<file path="src/rtl/psum_accum_if.sv">
// Job control, psum input and result output bundle of psum_accum.
// The master modport drives job config, psums and out_ready; the slave (accumulator) returns results and status.
interface psum_accum_if #(
    parameter int PSUM_BW = 9,
    parameter int ACC_BW  = 16
);
    logic                      start;
    logic                      cfg_mode;
    logic [3:0]                cfg_passes;
    logic                      cfg_relu;
    logic                      in_valid;
    logic signed [PSUM_BW-1:0] in_s0;
    logic signed [PSUM_BW-1:0] in_s1;
    logic                      out_valid;
    logic                      out_ready;
    logic signed [ACC_BW-1:0]  out_d0;
    logic signed [ACC_BW-1:0]  out_d1;
    logic                      busy;
    logic                      done;
    logic                      ovf;

    modport master (
        output start, cfg_mode, cfg_passes, cfg_relu,
        output in_valid, in_s0, in_s1, out_ready,
        input  out_valid, out_d0, out_d1, busy, done, ovf
    );

    modport slave (
        input  start, cfg_mode, cfg_passes, cfg_relu,
        input  in_valid, in_s0, in_s1, out_ready,
        output out_valid, out_d0, out_d1, busy, done, ovf
    );
endinterface

</file>
<file path="src/rtl/psum_accum.sv">
// Multi-pass saturating partial-sum accumulator, DEPTH entries x 2 lanes; input lands one cycle after sampling.
// Drain is valid/ready: out_valid from the first DRAIN cycle, data held while out_ready is low; inputs never stall.
module psum_accum #(
    parameter int PSUM_BW = 9,
    parameter int ACC_BW  = 16,
    parameter int DEPTH   = 8
) (
    input  logic        clk,
    input  logic        reset,
    psum_accum_if.slave io
);
    localparam int PW = $clog2(DEPTH);
    localparam logic [ACC_BW-1:0] ACC_MAX = {1'b0, {(ACC_BW-1){1'b1}}};
    localparam logic [ACC_BW-1:0] ACC_MIN = {1'b1, {(ACC_BW-1){1'b0}}};
    localparam logic [PW-1:0]     LAST_ENTRY = PW'(DEPTH - 1);

    typedef enum logic [1:0] {
        S_IDLE,
        S_ACCUM,
        S_DRAIN
    } state_t;

    state_t            state_q, state_d;
    logic              mode_q;
    logic              relu_q;
    logic [3:0]        last_pass_q;
    logic [3:0]        pass_q;
    logic [PW-1:0]     wr_ptr_q;
    logic [PW-1:0]     rd_ptr_q;
    logic              ovf_q;
    logic              done_q;
    logic [ACC_BW-1:0] acc0_q [DEPTH];
    logic [ACC_BW-1:0] acc1_q [DEPTH];

    // Returns {saturated, value}; the extra sum bit exposes signed overflow.
    function automatic logic [ACC_BW:0] sat_add(input logic [ACC_BW-1:0] a,
                                                input logic [ACC_BW-1:0] b);
        logic [ACC_BW:0] s;
        s = {a[ACC_BW-1], a} + {b[ACC_BW-1], b};
        if (s[ACC_BW] != s[ACC_BW-1]) begin
            return {1'b1, (s[ACC_BW] ? ACC_MIN : ACC_MAX)};
        end
        return {1'b0, s[ACC_BW-1:0]};
    endfunction

    logic [ACC_BW-1:0] s0_x, s1_x;
    logic [ACC_BW-1:0] contrib0, contrib1;
    logic [ACC_BW:0]   sum0, sum1;
    logic [ACC_BW-1:0] new0, new1;
    logic              sat_hit;
    logic              first_pass;
    logic              acc_we;
    logic              wrap;
    logic              last_in;
    logic              hs;
    logic              last_out;

    assign s0_x = {{(ACC_BW-PSUM_BW){io.in_s0[PSUM_BW-1]}}, io.in_s0};
    assign s1_x = {{(ACC_BW-PSUM_BW){io.in_s1[PSUM_BW-1]}}, io.in_s1};

    // ACC_BW >= PSUM_BW+3 keeps the combined 4-bit contribution exact.
    assign contrib0 = mode_q ? (s0_x + (s1_x << 2)) : s0_x;
    assign contrib1 = mode_q ? '0 : s1_x;

    assign sum0       = sat_add(acc0_q[wr_ptr_q], contrib0);
    assign sum1       = sat_add(acc1_q[wr_ptr_q], contrib1);
    assign first_pass = (pass_q == 4'd0);
    assign new0       = first_pass ? contrib0 : sum0[ACC_BW-1:0];
    assign new1       = first_pass ? contrib1 : sum1[ACC_BW-1:0];
    assign sat_hit    = !first_pass && (sum0[ACC_BW] || sum1[ACC_BW]);

    assign acc_we   = (state_q == S_ACCUM) && io.in_valid;
    assign wrap     = (wr_ptr_q == LAST_ENTRY);
    assign last_in  = acc_we && wrap && (pass_q == last_pass_q);
    assign hs       = (state_q == S_DRAIN) && io.out_ready;
    assign last_out = hs && (rd_ptr_q == LAST_ENTRY);

    always_comb begin
        state_d = state_q;
        case (state_q)
            S_IDLE:  if (io.start) state_d = S_ACCUM;
            S_ACCUM: if (last_in)  state_d = S_DRAIN;
            S_DRAIN: if (last_out) state_d = S_IDLE;
            default: state_d = S_IDLE;
        endcase
    end

    always_ff @(posedge clk or posedge reset) begin
        if (reset) begin
            state_q     <= S_IDLE;
            mode_q      <= 1'b0;
            relu_q      <= 1'b0;
            last_pass_q <= 4'd0;
            pass_q      <= 4'd0;
            wr_ptr_q    <= '0;
            rd_ptr_q    <= '0;
            ovf_q       <= 1'b0;
            done_q      <= 1'b0;
        end else begin
            state_q <= state_d;
            done_q  <= last_out;
            if (state_q == S_IDLE && io.start) begin
                mode_q      <= io.cfg_mode;
                relu_q      <= io.cfg_relu;
                last_pass_q <= (io.cfg_passes == 4'd0) ? 4'd0 : (io.cfg_passes - 4'd1);
                pass_q      <= 4'd0;
                wr_ptr_q    <= '0;
                rd_ptr_q    <= '0;
                ovf_q       <= 1'b0;
            end
            if (acc_we) begin
                wr_ptr_q <= wr_ptr_q + 1'b1;
                if (wrap) begin
                    pass_q <= pass_q + 4'd1;
                end
                if (sat_hit) begin
                    ovf_q <= 1'b1;
                end
            end
            if (hs) begin
                rd_ptr_q <= rd_ptr_q + 1'b1;
            end
        end
    end

    // Storage is not reset: pass 0 always overwrites every entry before it is read.
    always_ff @(posedge clk) begin
        if (acc_we) begin
            acc0_q[wr_ptr_q] <= new0;
            acc1_q[wr_ptr_q] <= new1;
        end
    end

    logic [ACC_BW-1:0] rd0, rd1;
    logic              drain;

    assign drain = (state_q == S_DRAIN);
    assign rd0   = acc0_q[rd_ptr_q];
    assign rd1   = acc1_q[rd_ptr_q];

    assign io.out_valid = drain;
    assign io.out_d0    = (!drain || (relu_q && rd0[ACC_BW-1])) ? '0 : rd0;
    assign io.out_d1    = (!drain || (relu_q && rd1[ACC_BW-1])) ? '0 : rd1;
    assign io.busy      = (state_q != S_IDLE);
    assign io.done      = done_q;
    assign io.ovf       = ovf_q;
endmodule

</file>
<file path="src/flat_wrapper.sv">
// flat-port wrapper written by rule: the top's interface ports become plain ports
module psum_accum_flat 
#(
    parameter int PSUM_BW = 9,
    parameter int ACC_BW  = 16,
    parameter int DEPTH   = 8
)
  (clk, reset, io_start, io_cfg_mode, io_cfg_passes, io_cfg_relu, io_in_valid, io_in_s0, io_in_s1, io_out_ready, io_out_valid, io_out_d0, io_out_d1, io_busy, io_done, io_ovf);
  psum_accum_if #(.PSUM_BW(PSUM_BW), .ACC_BW(ACC_BW)) io_i ();
  input  logic clk;
  input  logic reset;
  input wire logic [$bits(io_i.start)-1:0] io_start;
  input wire logic [$bits(io_i.cfg_mode)-1:0] io_cfg_mode;
  input wire logic [$bits(io_i.cfg_passes)-1:0] io_cfg_passes;
  input wire logic [$bits(io_i.cfg_relu)-1:0] io_cfg_relu;
  input wire logic [$bits(io_i.in_valid)-1:0] io_in_valid;
  input wire logic [$bits(io_i.in_s0)-1:0] io_in_s0;
  input wire logic [$bits(io_i.in_s1)-1:0] io_in_s1;
  input wire logic [$bits(io_i.out_ready)-1:0] io_out_ready;
  output wire logic [$bits(io_i.out_valid)-1:0] io_out_valid;
  output wire logic [$bits(io_i.out_d0)-1:0] io_out_d0;
  output wire logic [$bits(io_i.out_d1)-1:0] io_out_d1;
  output wire logic [$bits(io_i.busy)-1:0] io_busy;
  output wire logic [$bits(io_i.done)-1:0] io_done;
  output wire logic [$bits(io_i.ovf)-1:0] io_ovf;
  assign io_i.start = io_start;
  assign io_i.cfg_mode = io_cfg_mode;
  assign io_i.cfg_passes = io_cfg_passes;
  assign io_i.cfg_relu = io_cfg_relu;
  assign io_i.in_valid = io_in_valid;
  assign io_i.in_s0 = io_in_s0;
  assign io_i.in_s1 = io_in_s1;
  assign io_i.out_ready = io_out_ready;
  assign io_out_valid = io_i.out_valid;
  assign io_out_d0 = io_i.out_d0;
  assign io_out_d1 = io_i.out_d1;
  assign io_busy = io_i.busy;
  assign io_done = io_i.done;
  assign io_ovf = io_i.ovf;
  psum_accum #(.PSUM_BW(PSUM_BW), .ACC_BW(ACC_BW), .DEPTH(DEPTH)) u_core (.clk(clk), .reset(reset), .io(io_i));
endmodule
</file>
<file path="config.mk">
export PLATFORM = sky130hd
export DESIGN_NAME = psum_accum_flat
export DESIGN_NICKNAME = d
export VERILOG_FILES = /design/src/rtl/psum_accum_if.sv /design/src/rtl/psum_accum.sv /design/src/flat_wrapper.sv
export SDC_FILE = /design/constraint.sdc
export NUM_CORES = 1
export LEC_CHECK = 0
export CAP_MARGIN = 15
export CORE_MARGIN = 5
export CORE_UTILIZATION = 50
export DETAILED_ROUTE_END_ITERATION = 7
export GPL_TIMING_DRIVEN = 0
export PLACE_DENSITY = 0.68
export SLEW_MARGIN = 10
export SYNTH_ARGS = -nofsm -noshare
export SYNTH_HDL_FRONTEND = slang
export SYNTH_SLANG_ARGS = --single-unit
</file>
<file path="constraint.sdc">
create_clock -name clk -period 6.4 [get_ports clk]
set_clock_uncertainty 0.15 [all_clocks]
set_input_delay 1.28 -clock clk [delete_from_list [all_inputs] [get_ports clk]]
set_output_delay 1.28 -clock clk [all_outputs]
set_load 0.05 [all_outputs]
</file>
==> PnR_summary.wiki <==
{| class="wikitable"
! Metric !! Value
|-
| Non-filler cells in the finished layout || 1570
|-
| Routed WL || 40400 µm
|-
| TritonCTS clock tree || built
|-
| Dominant synthesized flop cell || edfxtp_1
|-
| Launching point of the worst reg2reg path || u_core.wr_ptr_q[0]
|-
| Final Slew Violations || 0
|-
| Placed insts || 1512
|-
| Post-synth net total || 1100
|-
| Number of max-capacitance violations reported || 0
|-
| Initial DRT Pass Iterations || 5
|-
| Post-route minimum period || 6.23 ns
|-
| Area of the multi-input gates || 0.00687 mm²
|-
| Total track usage || 23.8%
|-
| Clock slew at the register clock pins of the worst setup and hold paths || 0.06 ns
|-
| Run status || finished, final reports clean
|-
| Routed WL per cell || 25.7 µm
|-
| Max H-tree Level || 1
|-
| Launch point of the worst path || io_in_s1[0]
|-
| Flip-flop and latch count after synthesis || 276
|-
| Filler Cell Count || 2279
|-
| Cell types occupying the most area after synthesis || edfxtp_1, mux4_2, ha_1
|-
| Transition time at the pin with the least slew margin || 1.09 ns
|-
| Die width || 185 µm
|-
| Worst setup path category || primary input to register
|-
| Post-synthesis cell area || 0.0152 mm²
|-
| Remaining Overflow, GRT || 0
|-
| Synthesis-to-layout area growth || 17.6%
|-
| Synth top area share || 50.4%
|-
| Die boundary height || 185 µm
|-
| Dominant cell by count in the synthesized netlist || edfxtp_1
|-
| Initial DRC Count || 957
|-
| Post-synthesis async set-or-reset flop share || 7.25%
|-
| Clock insertion delay at the later pin of the skew report || 0.56 ns
|-
| Arrival @ worst endpoint || 6.32 ns
|-
| Req. time, crit path || 6.49 ns
|-
| Number of standard cells after synthesis || 1021
|-
| Share of layout cells above drive strength 1 || 25.9%
|-
| Hold path startpoint || u_core.last_pass_q[3]
|-
| Post-detailed-route count of antenna-violating nets || 0
|-
| Largest area contributor in the netlist || edfxtp_1
|-
| Wire length of the first global-routing pass || 61000 µm
|-
| Largest net degree at the start of global routing || 22
|-
| Top-level port count || 65
|-
| Nature of the critical path endpoint || register
|-
| Per-instance average area after synthesis || 14.9 µm²
|-
| Crit start category || primary input
|-
| Standard-cell rows || 64
|-
| Final total negative setup slack || 0 ns
|-
| Sequential cell area || 0.00819 mm²
|-
| Num CTS Buffers || 30
|-
| Clock Tree Buf Depth || 3
|-
| Detailed placement HPWL || 28600 µm
|-
| Post-DR vias/cell || 6.33
|-
| Vias in the first global route || 10100
|-
| Largest driver fanout on the critical path || 8
|-
| Root buf cell || clkbuf_16
|-
| Initial antenna violation count || 0
|-
| Port buffer count || 64
|-
| Unique cell type count in the Yosys netlist || 79
|-
| Top cells by count, synth || edfxtp_1, mux4_2, nor2_1
|-
| Period Utilization, post-route || 97.3%
|-
| Highest attainable clock frequency || 0.161 GHz
|-
| Hold Crit Class || register to register
|-
| Number of synthesis warnings || 0
|-
| Initial cell density of the core || 50.2%
|-
| Number of enable-type register cells in the synthesized netlist || 256
|-
| Number of endpoints failing setup at the final stage || 0
|-
| Total Die Area || 0.0341 mm²
|-
| Area inside the core boundary || 0.0303 mm²
|-
| Final antenna diode count || 0
|-
| Final hold violation count || 0
|-
| Worst slew margin || 27.3%
|-
| Num Clock Sinks || 276
|-
| RePlAce Congestion || 0.876
|-
| Fin nets || 1229
|-
| Vias post-DR || 9945
|-
| DR DRC count || 0
|-
| Fraction of the yosys area taken by sequential cells || 53.7%
|}
state kept, by name (all words and copies together), names as in the netlist:
register            count
u_core.acc0_q         128
u_core.relu_q           1
u_core.state_q          2
u_core.acc1_q         128
u_core.mode_q           1
u_core.wr_ptr_q         3
u_core.last_pass_q      4
u_core.io.done          1
u_core.pass_q           4
u_core.rd_ptr_q         3
u_core.io.ovf           1
worst max-delay path, stage by stage:
cell	delay, ns
clkdlybuf4s50_1	0.46
ha_1	0.27
fa_1	0.41
a21o_1	0.20
a21oi_1	0.24
xnor2_1	0.09
mux2_2	0.34
ha_1	0.37
o21a_1	0.12
o21ai_0	0.25
a31oi_1	0.12
nor3_1	0.26
o31ai_1	0.17
a31o_2	0.30
a311oi_2	0.49
nand2_2	0.26
o22ai_1	0.50
o31ai_4	0.19
placed cells by master (no fill, tap or decap), types with 4 or more instances in the layout:
cell	netlist	final
clkbuf_2	0	6
inv_1	27	27
o22ai_1	6	5
nand4_1	4	4
and2_1	4	4
a21o_1	13	13
nand3_1	7	7
clkbuf_1	30	30
clkdlybuf4s50_1	0	64
bufinv_16	0	5
buf_6	2	11
and3_1	11	10
dfrtp_1	20	20
edfxtp_1	256	256
a21oi_1	42	39
buf_4	2	24
o31ai_1	6	4
o21a_1	5	5
o21ai_2	0	4
buf_2	3	4
nor2_1	74	71
xnor2_1	30	30
nand2_1	69	69
ha_1	47	47
clkbuf_16	0	31
nand2b_1	6	6
mux2_2	33	33
buf_1	18	12
mux2i_1	35	35
mux4_2	128	128
nor2b_1	14	14
clkinv_2	0	6
xor2_1	5	5
o21ai_1	3	4
o21ai_0	33	28
nor3_1	11	8
cell type report:
cell class                 count  share of cell area (%)
timing repair buffer          99                    5.39
clock inverter                16                    1.21
tap                          396                    2.76
inverter                      27                   0.565
clock buffer                  40                    4.63
multi-input combinational    663                    38.3
sequential                   276                    45.7
buffer                        53                    1.47
cell families (layout without fill, tap and decap cells):
kind of cell    Yosys count  in the layout  synth area share (%)
buf+inv                  82            235                  2.19
fa+ha+maj                53             53                  4.45
simple gates            220            220                  6.79
mux                     199            199                  23.9
flops                   276            276                  53.7
compound gates          156            156                  6.94
xor+xnor                 35             35                  2.01
repair_timing:
action                                  in CTS  in global routing
hold buffers                                 0                  0
buffers inserted                             0                  0
endpoints found under the setup margin     248                216
resized for setup                           16                 31
endpoints found under the hold margin        0                  0
final timing paths:
kind | end | slack, ns | cells after the start
setup / recovery | u_core.acc0_q[3][5] | 0.17 | 18
hold / removal | u_core.last_pass_q[3] | 0.35 | 2
setup reg to reg | u_core.acc1_q[5][9] | 0.42 | 16
hold reg to reg | u_core.last_pass_q[3] | 0.35 | 2
max in group asynchronous | u_core.rd_ptr_q[0] | 4.60 | 2
min in group asynchronous | u_core.io.done | 1.01 | 2
layer usage:
| metal | wire length [µm] | up-vias | track usage [%] | share of wire, % |
|---|---|---|---|---|
| li1 | - | 4357 | - | - |
| met5 | 0 | - | 0 | 0 |
| met4 | 952 | 0 | 5.73 | 2.4 |
| met1 | 16300 | 5081 | 33.7 | 40 |
| met3 | 3130 | 79 | 2.74 | 7.8 |
| met2 | 20000 | 428 | 40.2 | 50 |
per-stage QoR:
stage | utilization, % | setup slack (ns) | instance area [µm²] | hold WS [ns]
detailed placement | 55.0 | -0.605 | 16700 | 0.341
global route | 59.1 | -0.0347 | 17900 | 0.380
CTS | 58.6 | 0.0382 | 17800 | 0.352
finish | 59.1 | 0.172 | 17900 | 0.346
floorplan | - | 0.793 | 15200 | 0.297
global placement | 54.0 | -3.22 | 16400 | 0.319
Power is not shown: default switching activity piles up to over one toggle a cycle in this logic, so the estimate is an artifact.
